===== src/rtl/gf_mix_column_pipe.sv =====
// Purpose: pipelined AES MixColumns / InvMixColumns / bypass over NUM_COLS 32-bit columns per beat.
// Latency: PIPE_STAGES cycles from acceptance to OutValid; one beat per cycle sustained.
// Backpressure: global stall; InReady = OutReady | ~OutValid, and every stage holds while stalled.
//
// Ports:
//   Clk, Rst           clock (rising edge) and asynchronous active-high reset
//   InValid/InReady    input handshake; InMode (00 fwd, 01 inv, 1x bypass) and InData sampled on accept
//   OutValid/OutReady  output handshake; OutData/OutMode held stable while stalled
//   InData/OutData     column 0 in the MSBs, byte 0 of each column in its MSBs
module gf_mix_column_pipe #(
   parameter int NUM_COLS    = 4,
   parameter int PIPE_STAGES = 2
) (
   input  logic                   Clk,
   input  logic                   Rst,
   input  logic                   InValid,
   output logic                   InReady,
   input  logic [1:0]             InMode,
   input  logic [32*NUM_COLS-1:0] InData,
   output logic                   OutValid,
   input  logic                   OutReady,
   output logic [32*NUM_COLS-1:0] OutData,
   output logic [1:0]             OutMode
);

   localparam int W = 32 * NUM_COLS;

   // One shared advance for the whole pipe: bubbles shift like real beats,
   // so ordering and latency stay fixed.
   logic adv;
   assign adv     = OutReady | ~OutValid;
   assign InReady = adv;

   function automatic logic [7:0] xtime(input logic [7:0] b);
      return {b[6:0], 1'b0} ^ (b[7] ? 8'h1b : 8'h00);
   endfunction

   // Byte-wise xtime across the whole beat; byte position does not matter here.
   function automatic logic [W-1:0] xtime_vec(input logic [W-1:0] d);
      logic [W-1:0] r;
      r = '0;
      for (int i = 0; i < W / 8; i++) begin
         r[8*i +: 8] = xtime(d[8*i +: 8]);
      end
      return r;
   endfunction

   // Byte j (mod 4) of a column word, byte 0 being the MSB.
   function automatic logic [7:0] bsel(input logic [31:0] w, input int j);
      return w[31-8*(j%4) -: 8];
   endfunction

   // XOR combination of precomputed multiples for one column.
   //   3 = 2^1, E = 8^4^2, B = 8^2^1, D = 8^4^1, 9 = 8^1
   function automatic logic [31:0] mix_col(input logic [31:0] a,
                                           input logic [31:0] m2,
                                           input logic [31:0] m4,
                                           input logic [31:0] m8,
                                           input logic [1:0]  mode);
      logic [31:0] r;
      r = a;
      for (int i = 0; i < 4; i++) begin
         case (mode)
            2'b00: r[31-8*i -: 8] = bsel(m2, i)
                                  ^ bsel(m2, i+1) ^ bsel(a, i+1)
                                  ^ bsel(a, i+2)
                                  ^ bsel(a, i+3);
            2'b01: r[31-8*i -: 8] = (bsel(m8, i)   ^ bsel(m4, i)   ^ bsel(m2, i))
                                  ^ (bsel(m8, i+1) ^ bsel(m2, i+1) ^ bsel(a, i+1))
                                  ^ (bsel(m8, i+2) ^ bsel(m4, i+2) ^ bsel(a, i+2))
                                  ^ (bsel(m8, i+3) ^ bsel(a, i+3));
            default: r[31-8*i -: 8] = bsel(a, i);
         endcase
      end
      return r;
   endfunction

   function automatic logic [W-1:0] mix_vec(input logic [W-1:0] a,
                                            input logic [W-1:0] m2,
                                            input logic [W-1:0] m4,
                                            input logic [W-1:0] m8,
                                            input logic [1:0]   mode);
      logic [W-1:0] r;
      r = '0;
      for (int c = 0; c < NUM_COLS; c++) begin
         r[W-1-32*c -: 32] = mix_col(a[W-1-32*c -: 32], m2[W-1-32*c -: 32],
                                     m4[W-1-32*c -: 32], m8[W-1-32*c -: 32], mode);
      end
      return r;
   endfunction

   // Multiples of the incoming beat, feeding either the only stage or stage 1.
   logic [W-1:0] in_x2, in_x4, in_x8;
   assign in_x2 = xtime_vec(InData);
   assign in_x4 = xtime_vec(in_x2);
   assign in_x8 = xtime_vec(in_x4);

   generate
      if (PIPE_STAGES == 1) begin : g_one
         // Multiply and combine in a single stage.
         always_ff @(posedge Clk or posedge Rst) begin
            if (Rst) begin
               OutValid <= 1'b0;
               OutMode  <= 2'b00;
               OutData  <= '0;
            end else if (adv) begin
               OutValid <= InValid;
               OutMode  <= InMode;
               OutData  <= mix_vec(InData, in_x2, in_x4, in_x8, InMode);
            end
         end
      end else begin : g_multi
         logic         s1_vld;
         logic [1:0]   s1_mode;
         logic [W-1:0] s1_raw, s1_x2, s1_x4, s1_x8;
         logic [W-1:0] s1_mix;

         // Stage 1: raw bytes plus their x2/x4/x8 multiples.
         always_ff @(posedge Clk or posedge Rst) begin
            if (Rst) begin
               s1_vld  <= 1'b0;
               s1_mode <= 2'b00;
               s1_raw  <= '0;
               s1_x2   <= '0;
               s1_x4   <= '0;
               s1_x8   <= '0;
            end else if (adv) begin
               s1_vld  <= InValid;
               s1_mode <= InMode;
               s1_raw  <= InData;
               s1_x2   <= in_x2;
               s1_x4   <= in_x4;
               s1_x8   <= in_x8;
            end
         end

         assign s1_mix = mix_vec(s1_raw, s1_x2, s1_x4, s1_x8, s1_mode);

         if (PIPE_STAGES == 2) begin : g_two
            always_ff @(posedge Clk or posedge Rst) begin
               if (Rst) begin
                  OutValid <= 1'b0;
                  OutMode  <= 2'b00;
                  OutData  <= '0;
               end else if (adv) begin
                  OutValid <= s1_vld;
                  OutMode  <= s1_mode;
                  OutData  <= s1_mix;
               end
            end
         end else begin : g_three
            logic         s2_vld;
            logic [1:0]   s2_mode;
            logic [W-1:0] s2_dat;

            // Stage 2 holds the XOR result; the output stage is a plain retiming register.
            always_ff @(posedge Clk or posedge Rst) begin
               if (Rst) begin
                  s2_vld   <= 1'b0;
                  s2_mode  <= 2'b00;
                  s2_dat   <= '0;
                  OutValid <= 1'b0;
                  OutMode  <= 2'b00;
                  OutData  <= '0;
               end else if (adv) begin
                  s2_vld   <= s1_vld;
                  s2_mode  <= s1_mode;
                  s2_dat   <= s1_mix;
                  OutValid <= s2_vld;
                  OutMode  <= s2_mode;
                  OutData  <= s2_dat;
               end
            end
         end
      end
   endgenerate

endmodule


===== config.mk =====
export PLATFORM = sky130hd
export DESIGN_NAME = gf_mix_column_pipe
export DESIGN_NICKNAME = d
export VERILOG_FILES = /design/src/rtl/gf_mix_column_pipe.sv
export SDC_FILE = /design/constraint.sdc
export NUM_CORES = 2
export LEC_CHECK = 0
export ABC_AREA = 0
export CELL_PAD_IN_SITES_DETAIL_PLACEMENT = 1
export CELL_PAD_IN_SITES_GLOBAL_PLACEMENT = 1
export CORE_ASPECT_RATIO = 0.5
export CORE_MARGIN = 4
export CORE_UTILIZATION = 45
export DETAILED_ROUTE_END_ITERATION = 12
export PLACE_DENSITY_LB_ADDON = 0.1
export SYNTH_ARGS = -nofsm -noshare
export SYNTH_HDL_FRONTEND = slang
export SYNTH_SLANG_ARGS = --single-unit

===== constraint.sdc =====
create_clock -name Clk -period 14.2 [get_ports Clk]
set_clock_uncertainty 0.2 [all_clocks]
set_input_delay 1.42 -clock Clk [delete_from_list [all_inputs] [get_ports Clk]]
set_output_delay 1.42 -clock Clk [all_outputs]
set_load 0.005 [all_outputs]

; Yosys cells after proc, flatten, opt, wreduce, memory -nomap -nowiden
; Index checks and enable logic that the tools add are counted.
[classes]
n_mux = 64
bitwise = 258
eq_ne = 1
n_reduce_logical = 1
[op_table]
columns = cell, count
row1 = 8-bit bitwise XOR, 208
row2 = 8-bit by 5-bit bitwise XOR with 8-bit output, 48
row3 = 8-bit one-hot mux with 2 select lines, 16
row4 = 5-bit 2-to-1 mux, 48
row5 = "2-bit by 1-bit equality test with 1-bit output, second input constant", 1
row6 = 2-bit zero test, 1
row7 = 1-bit inverter, 1
row8 = 1-bit bitwise OR, 1
[totals]
in_bits = 134
output_inout_bits = 132
register_bits = 646
wordCells = 333

; Longest topological paths before layout
[logic_depth]
ltp_word = 6
ltp_mapped = 8
ltp_nobuf = 5

; Least setup slack after synthesis
; No wires, ideal clock.
[synth_timing]
kind = input port to output port
start = input OutReady
end = output InReady
n_path_buf = 4
t_arrival_ns = 2.535
required_ns = 12.580
setup_slack_ns = 10.045
path_stages = 6
path_cell_list = nor2b_1 -> clkbuf_1 -> inv_1 -> clkbuf_1 -> clkbuf_1 -> clkbuf_1
[synth_between]
elab_chain_len = 1
[synth_rtl]
columns = item, line_no
row1 = from (decl), 21  ; input logic OutReady,
row2 = 1-bit bitwise OR, 31  ; assign adv = OutReady | ~OutValid;
row3 = to (decl), 17  ; output logic InReady,
; No other way between the ends.

; Worst setup path in the final report
; Same ends and word-level chain as after synthesis.

==> reports/qor.tcl <==
set qor(synth_nets) 2829
set qor(hold_path_depth) 2
set qor(total_switching_power_uw) 2080
set qor(timing.critical_path.from) {OutReady}
set qor(first_global_vias) 20774
set qor(ys_seq_area_share_pct) 39.5
set qor(grtUsageMet2_pct) 42.3
set qor(drt_first_pass_iters) 5
set qor(vias) 19541
set qor(fin_util_pct) 53.7
set qor(grt_util_met1_pct) 36.0
set qor(ant_nets) 0
set qor(timing.critical_path.required_ps) 12580
set qor(post_synth_inst_count) 2695
set qor(cts_buffer_depth) 3
set qor(tritoncts_clock_tree) {yes}
set qor(drive_gt1_share_pct) 4.51
set qor(maximum_number_of_pins_on_one_net_before_global_route_repair) 110
set qor(holdCritPathClass) {reg -> reg}
set qor(criticalPathCategory) {in -> out}
set qor(total_clock_buffers_created_by_cts) 42
set qor(dr.first_iter.drc_count) 1281
set qor(switching_share_pct) 35.8
set qor(post_cts_hold_buffer_count) 0
set qor(viasPerCell) 5.44
set qor(nets) 2942
set qor(post_cts_resize_count) 0
set qor(postCtsSetupRepairBufs) 0
set qor(share_clk_of_total_power_pct) 20.8
set qor(post-dp-hpwl_um) 54800
set qor(antenna_found_initial) 1
set qor(yosys_warnings) 0
set qor(floorplan.die.width_um) 346
set qor(report.power.total_uw) 5800
set qor(minimum_clock_period_after_layout_ps) 5100
set qor(ir_worst_vdd_mv) 0.0881
set qor(post_synth_edffs) 0
set qor(intPower_uw) 3720
set qor(slew_at_the_pin_closest_to_its_max_slew_limit_ps) 1090
set qor(setup.worst_path.end_class) {primary output}
set qor(timing.critical_path.from_type) {primary input}
set qor(async_flop_share_pct) 100
set qor(grt.met3_usage_pct) 3.31
set qor(grt.overflow.total) 0
set qor(routedWlPerCell_um) 21.8
set qor(setup_viol_count_final) 0
set qor(cp_data_arrival_time_ps) 3480
set qor(power_density_mw_per_mm2) 192
set qor(slew_headroom_pct) 27.4
set qor(drc) 0
set qor(worstReg2RegStart) {OutValid}
set qor(hold_path.startpoint) {g_multi.s1_vld}
set qor(portBuffers) 265
set qor(slew_violations) 0
set qor(maxClockFrequency_mhz) 196
set qor(clkLatencyLatePin_ps) 570
set qor(root_buffer) {clkbuf_16}
set qor(synth_top_cells_by_area) {dfrtp_1 (39%), xnor2_1 (14%), xnor3_1 (9.2%)}
set qor(synth_area_per_cell_sq_um) 9.56
set qor(globalRouteTotalUtil_pct) 25.4
set qor(sequentialPowerShare_pct) 31.2
set qor(core-area_sq_mm) 0.0561
set qor(setup_repair_after_global_routing_missed_its_margin) {no}
set qor(maxcap_violations) 0
set qor(nFillCells) 6196
set qor(initial_core_util_pct) 45.9
set qor(crit_path_max_fanout) 85
set qor(timing.final.hold_violations) 0
set qor(cts-htree-levels) 2
set qor(regToRegEndpoint) {OutData[68]}
set qor(gp_congestion) 0.814
set qor(area_overhead_of_the_layout_relative_to_synthesis_pct) 17.1
set qor(postSynthRegisterBits) 406
set qor(timing.final.crit_share_pct) 35.9
set qor(grt_first_pass_wirelength_um) 123000
set qor(holdPathEnd) {g_multi.s1_vld}
set qor(final.setup.tns_ps) 0
set qor(cts.reportedPaths.clkPinSlew_ps) 60
set qor(netlist-cell-type-count) 52
set qor(layout_commonest_cell) {nand2_1}
set qor(syn_area_sq_mm) 0.0258
set qor(core.rowCount) 61
set qor(antennaDiodeCount) 0
set qor(synth_top_flop_cell) {dfrtp_1}
set qor(synth_largest_type_area_fraction_pct) 39.5
set qor(routed_wl_um) 78300
set qor(leakagePower_uw) 0.0132
set qor(design.die.area_sq_mm) 0.0614
set qor(area.sequential_sq_mm) 0.0102
set qor(worst-r2r-cell-count) 6
set qor(combinationalPowerShare_pct) 48.0
set qor(clock_sinks) 406
set qor(die_height_um) 177
set qor(multi_input_logic_area_sq_mm) 0.0147
set qor(area_leader_netlist) {dfrtp_1}
set qor(total_i_o_pin_count) 266
set qor(globalRoute.busiestLayer) {met2}
set qor(layout_common_cells) {nand2_1 (516), xnor2_1 (411), dfrtp_1 (404), clkdlybuf4s50_1 (265), nor2_1 (179)}
set qor(reg2reg_setup_slack_ps) 10950
set qor(outcome) {finished clean}
==> per-layer routing <==
metal / wire length (um) / vias up
met3: 2950 / 89
met2: 37100 / 321
met1: 36800 / 9986
met5: 13 / -
li1: - / 9143
met4: 1520 / 2
==> stage by stage <==
stage,std cells,hold slack (ps),worst slack (ps),area [sq um]
2_1_floorplan,2695,230,1290,25800
3_3_place_gp,3520,249,9070,28700
3_5_place_dp,3520,256,9080,28700
4_1_cts,3595,276,9070,30200
5_1_grt,3595,297,9000,30200
6_report,3595,269,9100,30200
==> flip-flops by register name, indices dropped and copies added (netlist names) <==
register and cells:
g_multi.s1_x4 48, g_multi.s1_x2 49, g_multi.s1_vld 1, OutValid 1, g_multi.s1_x8 48, OutMode 2
g_multi.s1_raw 127, g_multi.s1_mode 2, OutData 128
==> final cells by class <==
| class | instances | area share [%] |
|---|---|---|
| multi-input combinational | 2055 | 48.7 |
| inverter | 17 | 0.270 |
| timing repair buffer | 286 | 9.32 |
| clock inverter | 7 | 0.378 |
| sequential | 406 | 33.7 |
| tap | 756 | 3.14 |
| clock buffer | 68 | 4.52 |
==> cell usage after synthesis (16+ instances only) <==
library cell and number:
nand2_1 516, xnor2_1 411, dfrtp_1 406, nor2_1 181, clkbuf_1 174, a21oi_1 159
xor2_1 144, o21ai_0 136, xnor3_1 105, nor3_1 44, o31ai_1 44, and3_1 42
buf_2 29, a32o_1 27, o21a_1 26, or3_1 21, and2_1 20, nand3_1 19
a221oi_1 18, inv_1 16
==> power by group through the flow <==
stage	sequential [uW]	combinational, uW	clock (uW)
after floorplan	1680	1970	0
after global placement	1830	2700	0
after detailed placement	1830	2780	0
after CTS	1820	2810	1240
after global routing	1850	3030	1290
final	1810	2790	1210
==> critical path, stage by stage <==
cell	delay [ps]
clkdlybuf4s50_1	450
nor2b_4	110
buf_4	510
inv_8	340
clkdlybuf4s50_1	550
==> cells by family after synthesis <==
kind of cell	Yosys count	synth area share, %
buf+inv	234	3.64
compound gates	466	11.1
simple gates	878	14.4
mux	18	0.729
xor+xnor	693	30.7
flops	406	39.5
==> worst max-delay path by stage <==
| stage | end | cells past startpoint |
|---|---|---|
| 4_1_cts | InReady | 5 |
| 5_1_grt | InReady | 5 |
| 6_report | InReady | 5 |
| 3_3_place_gp | InReady | 5 |
| 2_1_floorplan | OutData[0] | 1 |
| 3_5_place_dp | InReady | 5 |
Power figures use the tool's default switching activity.
